`config.mk`:
```
export PLATFORM = sky130hd
export DESIGN_NAME = hc_enc_stream
export DESIGN_NICKNAME = d
export VERILOG_FILES = /design/src/rtl/hc_enc_stream.sv
export SDC_FILE = /design/constraint.sdc
export NUM_CORES = 1
export LEC_CHECK = 0
export CORE_MARGIN = 2
export CORE_UTILIZATION = 56
export DETAILED_ROUTE_END_ITERATION = 12
export DONT_BUFFER_PORTS = 1
export GPL_TIMING_DRIVEN = 0
export PLACE_DENSITY = 0.85
export SETUP_SLACK_MARGIN = 0.5
export SLEW_MARGIN = 30
export SYNTH_ARGS = -nofsm -noshare
export SYNTH_HDL_FRONTEND = slang
export SYNTH_SLANG_ARGS = --single-unit
```
`constraint.sdc`:
```
create_clock -name i_clk -period 1.54 [get_ports i_clk]
set_input_delay 0.308 -clock i_clk [delete_from_list [all_inputs] [get_ports i_clk]]
set_output_delay 0.308 -clock i_clk [all_outputs]
set_load 0.01 [all_outputs]
```
`src/rtl/hc_enc_stream.sv`:
```
// rtl/hc_enc_stream.sv - streaming Hamming(7,4) byte encoder, low nibble first, optional SECDED parity
module hc_enc_stream #(
    parameter int EXT_PARITY = 0,
    parameter int CNT_W      = 16
) (
    input  logic                  i_clk,
    input  logic                  i_rst_n,
    input  logic [8:1]            i_data,
    input  logic [3:1]            i_inj_pos,
    input  logic                  i_valid,
    output logic                  o_ready,
    output logic [7+EXT_PARITY:1] o_enc_data,
    output logic                  o_valid,
    input  logic                  i_ready,
    output logic [CNT_W:1]        o_cw_cnt
);

    localparam int CW_W = 7 + EXT_PARITY;

    typedef enum logic [1:0] {
        S_IDLE = 2'd0,
        S_LO   = 2'd1,
        S_HI   = 2'd2
    } state_t;

    state_t          r_state;
    state_t          w_state_nxt;
    logic [4:1]      r_hold_hi;
    logic [CW_W:1]   r_enc_data;
    logic            r_valid;
    logic [CNT_W:1]  r_cnt;

    logic            w_accept;
    logic            w_load_hi;
    logic            w_drop;
    logic [7:1]      w_lo_base;
    logic [7:1]      w_hi_base;
    logic [7:1]      w_inj_mask;
    logic [CW_W:1]   w_lo_cw;
    logic [CW_W:1]   w_hi_cw;

    // Codeword position k maps to bit k; data sits at 3,5,6,7.
    function automatic logic [7:1] f_ham(input logic [4:1] n);
        logic p1, p2, p4;
        p1 = n[1] ^ n[2] ^ n[4];
        p2 = n[1] ^ n[3] ^ n[4];
        p4 = n[2] ^ n[3] ^ n[4];
        return {n[4], n[3], n[2], p4, n[1], p2, p1};
    endfunction

    assign w_lo_base  = f_ham(i_data[4:1]);
    assign w_hi_base  = f_ham(r_hold_hi);
    assign w_inj_mask = (i_inj_pos == 3'd0) ? 7'd0 : (7'd1 << (i_inj_pos - 3'd1));

    // Overall parity covers the clean codeword so an injected flip reads as a single error.
    if (EXT_PARITY != 0) begin : g_par
        assign w_lo_cw = {^w_lo_base, w_lo_base ^ w_inj_mask};
        assign w_hi_cw = {^w_hi_base, w_hi_base};
    end else begin : g_nopar
        assign w_lo_cw = w_lo_base ^ w_inj_mask;
        assign w_hi_cw = w_hi_base;
    end

    always_ff @(posedge i_clk) begin
        if (!i_rst_n) begin
            r_state <= S_IDLE;
        end else begin
            r_state <= w_state_nxt;
        end
    end

    always_comb begin
        w_state_nxt = r_state;
        case (r_state)
            S_IDLE: if (w_accept) w_state_nxt = S_LO;
            S_LO:   if (i_ready)  w_state_nxt = S_HI;
            S_HI:   if (i_ready)  w_state_nxt = w_accept ? S_LO : S_IDLE;
            default:              w_state_nxt = S_IDLE;
        endcase
    end

    // o_ready deliberately passes i_ready through combinationally in HI.
    always_comb begin
        o_ready   = i_rst_n && ((r_state == S_IDLE) || ((r_state == S_HI) && i_ready));
        w_accept  = i_valid && o_ready;
        w_load_hi = (r_state == S_LO) && i_ready;
        w_drop    = (r_state == S_HI) && i_ready && !w_accept;
    end

    always_ff @(posedge i_clk) begin
        if (!i_rst_n) begin
            r_hold_hi  <= '0;
            r_enc_data <= '0;
            r_valid    <= 1'b0;
            r_cnt      <= '0;
        end else begin
            if (w_accept) begin
                r_hold_hi  <= i_data[8:5];
                r_enc_data <= w_lo_cw;
                r_valid    <= 1'b1;
            end else if (w_load_hi) begin
                r_enc_data <= w_hi_cw;
            end else if (w_drop) begin
                r_valid    <= 1'b0;
            end
            if (r_valid && i_ready) begin
                r_cnt <= r_cnt + CNT_W'(1);
            end
        end
    end

    assign o_enc_data = r_enc_data;
    assign o_valid    = r_valid;
    assign o_cw_cnt   = r_cnt;

endmodule

```
[After elaboration in Yosys (flattened, before gate mapping)]
Cells that the tools add are included.
Word-level totals
  output and inout port bits: 25
  word-level logic and storage cells: 52
  bits of input ports: 15
  register bits after elaboration: 30
Operators by class
  eq/ne operators: 6
  bitwise logic cells: 13
  reduce and logical (&&, ||, !) cells: 14
  add/sub/neg operators: 2
  muxes and demuxes: 11
  shift-type cells: 1
Operator list (count)
  $mux W7: 3
  $add A16 B1 Y16 const B: 1
  $xor A1 B1 Y1: 12
  $ne A2 B2 Y1 const B: 4
  $shl A1 B3 Y7 const A: 1
  $xor A7 B7 Y7: 1
  $logic_and A1 B1 Y1: 6
  $mux W2: 3
  $pmux W2 S3: 1
  $mux W1: 4
  $reduce_bool A2 Y1: 2
  $logic_not A3 Y1: 1
  $reduce_and A3 Y1: 1
  $sub A3 B1 Y3 const B: 1
  $eq A2 B1 Y1 const B: 1
  $eq A2 B2 Y1 const B: 1
  $logic_not A2 Y1: 1
  $reduce_and A2 Y1: 1
  $logic_not A1 Y1: 1
  $logic_or A1 B1 Y1: 1

[Longest topological paths before layout]
Gate-level depths: netlist of run 1.
  depth after elaboration: 10
  gate-level depth with buffers: 7
  mapped depth without buffers: 6

[Worst setup path before layout of run 1]
No wires, ideal clock.
  path kind: input to register
  from: input i_inj_pos[2] (netlist name)
  to: register r_enc_data, in the netlist o_enc_data[2]
  required time: 1.424 ns
  path slack: 0.010 ns
  buffers on the path: 1
  library setup time: 0.116 ns
  arrival time: 1.414 ns
  stages on the path: 6
  cells stage by stage: clkbuf_1 nor2_1 ha_1 nor3b_1 xnor2_1 o211a_1
Between the ends
  word-level cells in the longest chain between the ends: 5
  elaborated cells between the ends (all ways): 6
  classes of those cells: add/sub: 1; shift: 1; mux: 2; bitwise: 1; reduce/logical: 1
RTL lines
  from (decl): line 9  | input logic [3:1] i_inj_pos,
  $sub A3 B1 Y3: line 53  | assign w_inj_mask = (i_inj_pos == 3'd0) ? 7'd0 : (7'd1 << (i_inj_pos - 3'd1));
  $shl A1 B3 Y7: line 53
  $mux W7 *: line 53
  $xor A7 B7 Y7 *: line 60  | assign w_lo_cw = w_lo_base ^ w_inj_mask;
  $mux W7 *: line 97  | if (w_accept) begin
  to (signal assigned): line 99  | r_enc_data <= w_lo_cw;
  to (signal assigned): line 102  | r_enc_data <= w_hi_cw;
  to (decl): line 29  | logic [CW_W:1] r_enc_data;
Every way passes the cells marked *; elsewhere a longest branch is shown, timed or not.
A chain may end at the register's enable or synchronous reset.

[Worst setup path in the final report of run 1]
  from: register r_cnt, in the netlist o_cw_cnt[2]
  to: register r_cnt, in the netlist o_cw_cnt[9]
Between the ends
  word-level cells in the longest chain between the ends: 1
RTL lines
  from (decl): line 31  | logic [CNT_W:1] r_cnt;
  from (signal assigned): line 107  | r_cnt <= r_cnt + CNT_W'(1);
  $add A16 B1 Y16: line 107
No other way between the ends.

==> results of run 1 <==
[worst max-delay path by stage]
| stage | endpoint | slack (ns) | cells after the start |
|---|---|---|---|
| CTS | o_cw_cnt[15] | 0.13 | 5 |
| global placement | o_enc_data[4] | 0.14 | 4 |
| detailed placement | o_enc_data[7] | 0.09 | 4 |
| floorplan | o_enc_data[3] | 0.19 | 6 |
| finish | o_cw_cnt[9] | 0.12 | 6 |
| global route | o_cw_cnt[9] | 0.06 | 6 |
[registers in the layout (all words and copies together), names as in the netlist]
| signal | count |
|---|---|
| o_valid | 1 |
| r_hold_hi | 4 |
| r_state | 2 |
| o_enc_data | 7 |
| o_cw_cnt | 16 |
[per-layer routing]
metal | GRT usage [%] | up-vias | share of wire, %
met1 | 31.4 | 695 | 36
met4 | 9.97 | 0 | 2.5
met5 | 0 | - | 0
met3 | 9.15 | 14 | 8.5
li1 | - | 666 | -
met2 | 45.1 | 74 | 53
[through the flow]
stage | std cells | utilization, %
finish | 232 | 79.1
global route | 232 | 79.1
CTS | 225 | 74.3
detailed placement | 207 | 66.2
global placement | 207 | 66.2
floorplan | 176 | -
[Yosys cell counts (all sizes together), types with 3 or more instances]
cell    instances  area share [%]
dfxtp          30              37
xnor2          19              10
nand2          17             3.9
mux2i          12             7.3
and2           11             4.2
nand3           9             4.1
nand2b          6             2.4
nor2            6             1.4
o211a           6             3.7
a21oi           5             1.5
nor2b           5             1.9
o21ai           5             1.5
xor2            5             2.7
clkbuf          4            0.92
nand4           4             1.5
a21boi          3             1.4
and4            3             1.8
inv             3            0.69
nand3b          3             1.4
[critical path, delay by kind of cell, from the launching register on]
kind / cells / cell delay (ns)
XOR/XNOR: 1 / 0.12
AND/OR/NAND/NOR: 3 / 0.51
adder cells (fa/ha/maj): 1 / 0.14
flip-flops: 1 / 0.41
buffers and inverters: 1 / 0.15
[logic make-up after synthesis]
| logic type | count (synthesis) | synth area share [%] |
|---|---|---|
| muxes | 12 | 7.34 |
| xor gates and xnor gates | 25 | 14.2 |
| buffers and inverters | 9 | 2.37 |
| adders and majority gates | 2 | 1.53 |
| DFF | 30 | 36.7 |
| AOI/OAI and AO/OA | 24 | 10.3 |
| and+or+nand+nor | 74 | 27.5 |
[power by group through the flow]
stage               sequential, W  clock [W]  combinational, W
floorplan                0.000856          0          0.000195
global placement         0.000864          0          0.000219
detailed placement       0.000866          0          0.000230
CTS                      0.000846   0.000499          0.000256
global route             0.000856   0.000535          0.000315
finish                   0.000852   0.000500          0.000291
[what timing repair did]
item,CTS,global route
setup buffers,9,7
resized for setup,31,24
hold buffers,0,0
setup endpoints to repair,45,46
pin swaps,17,9
gates cloned,1,0
[final cells by class]
class	count	area, um^2	share of cell area (%)
multi-input combinational	137	1180	54.2
sequential	30	668	30.6
timing repair buffer	17	154	7.05
buffer	6	63.8	2.92
clock buffer	7	55.1	2.52
tap	31	38.8	1.78
inverter	3	13.8	0.631
clock inverter	1	5.00	0.229
==> impl_metrics.yaml, run 1 <==
placement:
  place_congestion: 0.799
  dp_hpwl_um: 2740
  io_buffer_count: 0
  place_ws_ns: 0.0881
  placed_area_mm2: 0.00183
routing:
  vias_per_cell: 6.25
  wirelength_um: 4360
  drtIter0Drc: 68
  routedWlPerCell_um: 18.8
  vias: 1449
  drt_pass1_iterations: 4
  ant_nets: 0
  drc: 0
timing:
  timing.fmax_mhz: 704
  hold_ws_ns: 0.107
  setup_viol: 0
  layout_setup_ws_ns: 0.120
  worst_pin_slew_ns: 0.452
  drv_slew: 0
  fin_crit_ns: 1.42
  rsz0062_at_grt: "yes"
  clock_skew_ns: 0.00343
  finalSetupTns_ns: 0
  timing.final.crit_share_pct: 92.2
  hold_violations: 0
  slew_headroom_pct: 69.9
worst_setup_path:
  endpoint_kind: "flip-flop"
  cp_slowest_stage_delay_ns: 0.41
  rr_endpoint: "o_cw_cnt[9]"
  ff2ff_path_depth: 6
  rrSetupSlack_ns: 0.12
  path_cells: "ha_4, and4_4, nand3_4, buf_4, xnor2_1, and2_1"
  startpoint_type: "flip-flop"
  path_max_fanout: 5
  crit_type: "flip-flop to flip-flop"
  critPathLaunch: "o_cw_cnt[2]"
  crit_slowest_cell: "dfxtp_4"
  r2r_start: "o_cw_cnt[2]"
  cp.required_ns: 1.78
  cp.arrival_ns: 1.66
power_and_ir_drop:
  power.total_w: 0.00164
  p_leak_nw: 0.956
  combinationalPowerShare_pct: 17.7
  max-vdd-ir-drop_uv: 678
  swShare_pct: 28.6
  power_switching_w: 0.000469
  clockPowerShare_pct: 30.4
  power_density_mw_per_mm2: 753
  cell_internal_pwr_w: 0.00117
  p_seq_share_pct: 51.9
yosys:
  ys_ff_latch: 30
  syn_area_per_cell_um2: 9.30
  synth_nets: 193
  syn-cell-area_mm2: 0.00164
  synthArstFlopShare_pct: 0
  synth_cell_types: 38
  yosysSeqAreaShare_pct: 36.7
  synth_warnings: 0
  synth_flop_cell: "dfxtp_1"
  syn_inst: 176
  synth_enable_flop_cells: 0
die:
  ioPinCount: 40
  core_area_mm2: 0.00276
  die_h_um: 58.1
  die_area_mm2: 0.00337
  std_cell_rows: 19
  fp.dieW_um: 58.1
  start_util_pct: 59.3
clock_network:
  h-tree-depth: 2
  cts.root.buffer_cell: "clkbuf_4"
  clk_latency_ns: 0.33
  cts_buffers: 5
  clock-sinks: 30
  cts_tree: "built"
  clkTransAtPathRegs_ns: 0.09
  clockBufferDepth: 2
final_layout:
  final_cell_mix: "17 x xnor2_1, 15 x dfxtp_2, 14 x nand2_1"
  layout.nets: 217
  layout.filler_cells: 168
  syn_to_final_growth_pct: 33.3
  drive_above_1_share_pct: 42.8
  insertedDiodeCount: 0
  final_common_cell: "xnor2_1"
  design_area_mm2: 0.00218
global_routing:
  overflow: 0
  grt_pass1_vias: 1462
  grt_max_degree: 11
  antenna_found_initial: 0
  gr-usage-all-layers_pct: 26.8
  grt_pass1_wl_um: 6760
worst_hold_path:
  hold_path_class: "input port to flip-flop"
  min_path_cells: 2
  hold_end: "o_cw_cnt[16]"
  hp-start: "i_rst_n"
run_status:
  outcome: "complete, no violations"
flow_run:
  cap_violations: 0
No activity file was read; power rests on OpenSTA's default activity.
==> run 2: changes to the inputs <==
--- a/config.mk
+++ b/config.mk
@@ -11,6 +11,7 @@
 export DONT_BUFFER_PORTS = 1
 export GPL_TIMING_DRIVEN = 0
 export PLACE_DENSITY = 0.85
+export REMOVE_ABC_BUFFERS = 1
 export SETUP_SLACK_MARGIN = 0.5
 export SLEW_MARGIN = 30
 export SYNTH_ARGS = -nofsm -noshare
==> run 2 against run 1 <==
Sequential power decreased by 0.8%. Cell count decreased by 4.7%. Clock power decreased by 0.8%. First-iteration DRC count decreased by 21%. Die area unchanged. Clock-buffer cell count unchanged. Clock skew increased by 0.0050 ns. Global-route usage decreased by 3.2 points. Final area decreased by 8.8%. Register-to-register slack about the same. Via count decreased by 7.6%. Largest power group unchanged.
==> impl_metrics.yaml, run 2 (same netlist as run 1, synthesis figures left out) <==
worst_setup_path:
  r2r_start: "o_cw_cnt[2]"
  path_max_fanout: 5
  cp.arrival_ns: 1.68
  endpoint_kind: "flip-flop"
  cp.required_ns: 1.81
  startpoint_type: "flip-flop"
  ff2ff_path_depth: 4
  rr_endpoint: "o_cw_cnt[12]"
  crit_type: "flip-flop to flip-flop"
  rrSetupSlack_ns: 0.12
clock_network:
  clock-sinks: 30
  h-tree-depth: 2
  clkTransAtPathRegs_ns: 0.10
  clk_latency_ns: 0.34
  cts_buffers: 5
  cts.root.buffer_cell: "clkbuf_4"
  cts_tree: "built"
  clockBufferDepth: 2
  ctsHoldBuffers: 0
global_routing:
  grt_max_degree: 37
  grt_pass1_vias: 1284
  grt_pass1_wl_um: 6020
  overflow: 0
  antenna_found_initial: 0
  gr-usage-all-layers_pct: 23.6
placement:
  dp_hpwl_um: 2320
  place_congestion: 0.792
  io_buffer_count: 0
  placed_area_mm2: 0.00165
final_layout:
  syn_to_final_growth_pct: 21.6
  layout.filler_cells: 212
  layout.nets: 206
  insertedDiodeCount: 0
  regArea_um2: 674
  drive_above_1_share_pct: 33.7
  final_cell_mix: "18 x xnor2_1, 16 x dfxtp_4, 15 x nand2_1"
  multiInputGateArea_mm2: 0.00111
  largest_reg_flops: 16
  design_area_mm2: 0.00199
  final_common_cell: "xnor2_1"
power_and_ir_drop:
  power_density_mw_per_mm2: 787
  max-vdd-ir-drop_uv: 641
  p_leak_nw: 0.844
flow_run:
  cap_violations: 0
timing:
  fin_crit_ns: 1.42
  setup_viol: 0
  drv_slew: 0
  timing.fmax_mhz: 707
  finalSetupTns_ns: 0
  rsz0062_at_grt: "yes"
  clock_skew_ns: 0.00841
  hold_violations: 0
  worst_pin_slew_ns: 0.357
  timing.final.crit_share_pct: 91.9
  slew_headroom_pct: 76.1
die:
  die_h_um: 58.1
  fp.dieW_um: 58.1
  start_util_pct: 59.3
  core_area_mm2: 0.00276
  die_area_mm2: 0.00337
  ioPinCount: 40
  std_cell_rows: 19
worst_hold_path:
  hold_end: "r_state[0]"
  min_path_cells: 1
  hp-start: "i_ready"
  hold_path_class: "input port to flip-flop"
routing:
  drc: 0
  vias_per_cell: 6.06
  ant_nets: 0
  drtIter0Drc: 54
  routedWlPerCell_um: 17.4
  vias: 1339
  drt_pass1_iterations: 4
  wirelength_um: 3840
run_status:
  outcome: "complete, no violations"
-- run 2: changes by cell type in the layout (fill, tap and decap cells not counted), moves of 2 or more --
cell and delta:
clkbuf_1 -2, dfxtp_4 +3, nor3b_2 -2, dfxtp_2 -4, nor3_1 +2, buf_4 -3
o21ai_1 -2, nor3_4 -2, nor3b_1 +2, o21ai_0 +2, buf_6 -4
-- run 2: critical path, stage by stage, from the launching register on --
cell     delay (ns)
dfxtp_4        0.40
nand2_2        0.12
nor4_4         0.40
and3_1         0.23
mux2i_1        0.20
-- run 2: stage by stage --
stage                     hold slack (ns)  utilization (%)  setup WS, ns  cells  power [W]
final                              0.0598             72.2         0.125    221    0.00157
after global placement              0.409             59.8        0.0364    201    0.00104
after global routing               0.0255             72.2        0.0578    221    0.00165
after CTS                          0.0515             68.9         0.140    216    0.00155
after floorplan                     0.407                -         0.113    170    0.00101
after detailed placement            0.418             59.8      -0.00403    201    0.00105
-- run 2: layout make-up --
cell class	instances	area share, %
clock buffer	7	2.77
multi-input combinational	138	55.7
clock inverter	1	0.251
tap	31	1.95
inverter	3	0.566
timing repair buffer	11	4.90
sequential	30	33.9
-- run 2: layer usage --
metal | vias to the layer above | share of wire (%) | global-route usage (%)
li1 | 643 | - | -
met1 | 648 | 38 | 27.1
met2 | 39 | 53 | 39.8
met3 | 9 | 7.0 | 9.38
met4 | 0 | 1.5 | 7.97
met5 | - | 0 | 0
-- run 2: worst max path at each step --
stage | start | to | slack (ns) | cells past startpoint
6_report | o_cw_cnt[2] | o_cw_cnt[12] | 0.12 | 4
5_1_grt | o_cw_cnt[2] | o_cw_cnt[12] | 0.06 | 4
4_1_cts | o_cw_cnt[2] | o_cw_cnt[15] | 0.14 | 5
3_5_place_dp | o_cw_cnt[1] | o_cw_cnt[15] | -0.004 | 5
3_3_place_gp | o_cw_cnt[1] | o_cw_cnt[15] | 0.04 | 5
2_1_floorplan | o_cw_cnt[1] | o_cw_cnt[15] | 0.11 | 5
-- run 2: power breakdown --
group	internal, W	switching (W)	total (W)
combinational	0.000129	0.0000978	0.000227
clock	0.000221	0.000275	0.000496
sequential	0.000792	0.0000528	0.000845
total	0.00114	0.000426	0.00157
-- run 2: repair_timing --
action | 4_1_cts | 5_1_grt
pin swaps | 17 | 19
cloned | 1 | 0
gates resized for setup | 52 | 16
buffers inserted | 6 | 5
endpoints found under the hold margin | 0 | 0
setup endpoints to repair | 51 | 48
==> run 3: changes to the inputs <==
--- a/config.mk
+++ b/config.mk
@@ -6,11 +6,11 @@
 export NUM_CORES = 1
 export LEC_CHECK = 0
 export CORE_MARGIN = 2
-export CORE_UTILIZATION = 56
+export CORE_UTILIZATION = 60
 export DETAILED_ROUTE_END_ITERATION = 12
 export DONT_BUFFER_PORTS = 1
 export GPL_TIMING_DRIVEN = 0
-export PLACE_DENSITY = 0.85
+export PLACE_DENSITY = 0.87
 export REMOVE_ABC_BUFFERS = 1
 export SETUP_SLACK_MARGIN = 0.5
 export SLEW_MARGIN = 30
==> constraint.sdc (replaced) <==
create_clock -name i_clk -period 1.5 [get_ports i_clk]
set_input_delay 0.3 -clock i_clk [delete_from_list [all_inputs] [get_ports i_clk]]
set_output_delay 0.3 -clock i_clk [all_outputs]
set_load 0.01 [all_outputs]
==> run 3 against run 2 <==
Sequential cell count unchanged. First-iteration DRC count decreased by 20%. Setup slack got worse by 0.059 ns. Non-clock buffer count increased by 2. Worst hold slack got worse by 0.035 ns. Utilization increased by 11 points. Routed wire length increased by 12%. Sequential power increased by 2%. Power increased by 12%. Critical endpoint is now o_cw_cnt[9]. Highest routed layer unchanged.
==> impl_metrics.yaml, run 3 (same netlist as run 1, synthesis figures left out) <==
die:
  start_util_pct: 64.9
  core_area_mm2: 0.00252
  std_cell_rows: 18
  die_area_mm2: 0.00316
  fp.dieW_um: 56.2
  die_h_um: 56.2
  ioPinCount: 40
timing:
  finalSetupTns_ns: 0
  slew_headroom_pct: 81.6
  rsz0062_at_grt: "yes"
  hold_ws_ns: 0.0248
  fin_crit_ns: 1.43
  clock_skew_ns: 0.00453
  timing.fmax_mhz: 697
  layout_setup_ws_ns: 0.0660
  hold_violations: 0
  worst_pin_slew_ns: 0.275
  setup_viol: 0
  drv_slew: 0
  timing.final.crit_share_pct: 95.6
worst_setup_path:
  endpoint_kind: "flip-flop"
  startpoint_type: "flip-flop"
  cp.required_ns: 1.75
  crit_type: "flip-flop to flip-flop"
  cp.arrival_ns: 1.68
  rrSetupSlack_ns: 0.07
  path_max_fanout: 5
routing:
  vias_per_cell: 6.36
  drc: 0
  drt_pass1_iterations: 4
  vias: 1412
  ant_nets: 0
  drtIter0Drc: 43
  wirelength_um: 4310
  routedWlPerCell_um: 19.4
global_routing:
  grt_pass1_vias: 1372
  antenna_found_initial: 0
  grt_pass1_wl_um: 6330
  gr-usage-all-layers_pct: 25.7
  overflow: 0
  grt_max_degree: 37
power_and_ir_drop:
  power_switching_w: 0.000469
  p_seq_share_pct: 49.0
  clockPowerShare_pct: 36.8
  power_density_mw_per_mm2: 840
  max-vdd-ir-drop_uv: 861
  p_leak_nw: 0.889
  swShare_pct: 26.6
  cell_internal_pwr_w: 0.00129
  combinationalPowerShare_pct: 14.2
clock_network:
  cts.root.buffer_cell: "clkbuf_4"
  clock-sinks: 30
  cts_buffers: 5
  h-tree-depth: 2
  clk_latency_ns: 0.34
  ctsHoldBuffers: 0
  clkTransAtPathRegs_ns: 0.10
  cts_tree: "built"
  clockBufferDepth: 2
final_layout:
  largest_reg_flops: 16
  drive_above_1_share_pct: 40.1
  syn_to_final_growth_pct: 28.1
  design_area_mm2: 0.00210
  final_cell_mix: "21 x dfxtp_4, 15 x xnor2_1, 13 x nand2_1"
  finalNonFillerCells: 222
  final_common_cell: "dfxtp_4"
  insertedDiodeCount: 0
  layout.filler_cells: 143
  layout.nets: 208
placement:
  place_ws_ns: -0.0471
  dp_hpwl_um: 2350
  place_congestion: 0.741
  placed_area_mm2: 0.00165
  dp.cells: 200
  io_buffer_count: 0
flow_run:
  cap_violations: 0
worst_hold_path:
  hold_path_class: "input port to flip-flop"
run_status:
  outcome: "complete, no violations"
==> run 3: cell count changes in the layout (fill, tap and decap cells not counted), sizes merged <==
cell and change:
buf +2, clkbuf -2, bufinv +1, clkinv +1
==> run 3: per-stage QoR <==
step / power (W) / util (%)
finish: 0.00176 / 83.1
detailed placement: 0.00107 / 65.3
global route: 0.00182 / 83.1
global placement: 0.00106 / 65.3
floorplan: 0.00104 / -
CTS: 0.00172 / 77.4
==> run 3: path summary, 6_finish.rpt <==
kind / start / to / cells after the start
setup / recovery: o_cw_cnt[1] / o_cw_cnt[9] / 6
hold / removal: i_ready / r_state[0] / 1
setup reg to reg: o_cw_cnt[1] / o_cw_cnt[9] / 6
hold reg to reg: r_state[1] / o_valid / 1
==> run 3: power groups by stage <==
| stage | clock network (W) | logic (W) | registers [W] |
|---|---|---|---|
| 4_1_cts | 0.000646 | 0.000216 | 0.000859 |
| 5_1_grt | 0.000684 | 0.000270 | 0.000866 |
| 6_report | 0.000648 | 0.000249 | 0.000863 |
| 2_1_floorplan | 0 | 0.000159 | 0.000882 |
| 3_3_place_gp | 0 | 0.000174 | 0.000890 |
| 3_5_place_dp | 0 | 0.000182 | 0.000891 |
==> run 3: cell type report <==
type / count / area, um^2 / area share [%]
multi-input cells: 138 / 1170 / 55.8
clock buffers: 5 / 37.5 / 1.79
inverters: 3 / 11.3 / 0.537
flip-flops and latches: 30 / 688 / 32.8
clock inverters: 3 / 40.0 / 1.91
repair buffers: 13 / 113 / 5.37
well taps: 30 / 37.5 / 1.79
==> run 3: layer usage <==
layer	GRT usage (%)	routed length, um
met1	26.8	1600
met2	45.4	2270
met3	7.91	280
met4	13.9	161
met5	0	0
==> run 3: critical path: stages (launching register included) <==
cell	delay, ns
dfxtp_4	0.42
ha_4	0.15
and4_4	0.27
nand3_4	0.09
buf_4	0.14
xnor2_1	0.11
and2_1	0.15
==> run 3: what timing repair did <==
item | CTS | global route
buffers inserted | 4 | 8
gates cloned | 2 | 0
pin swaps | 22 | 20
resized for setup | 64 | 22
setup endpoints to repair | 52 | 51
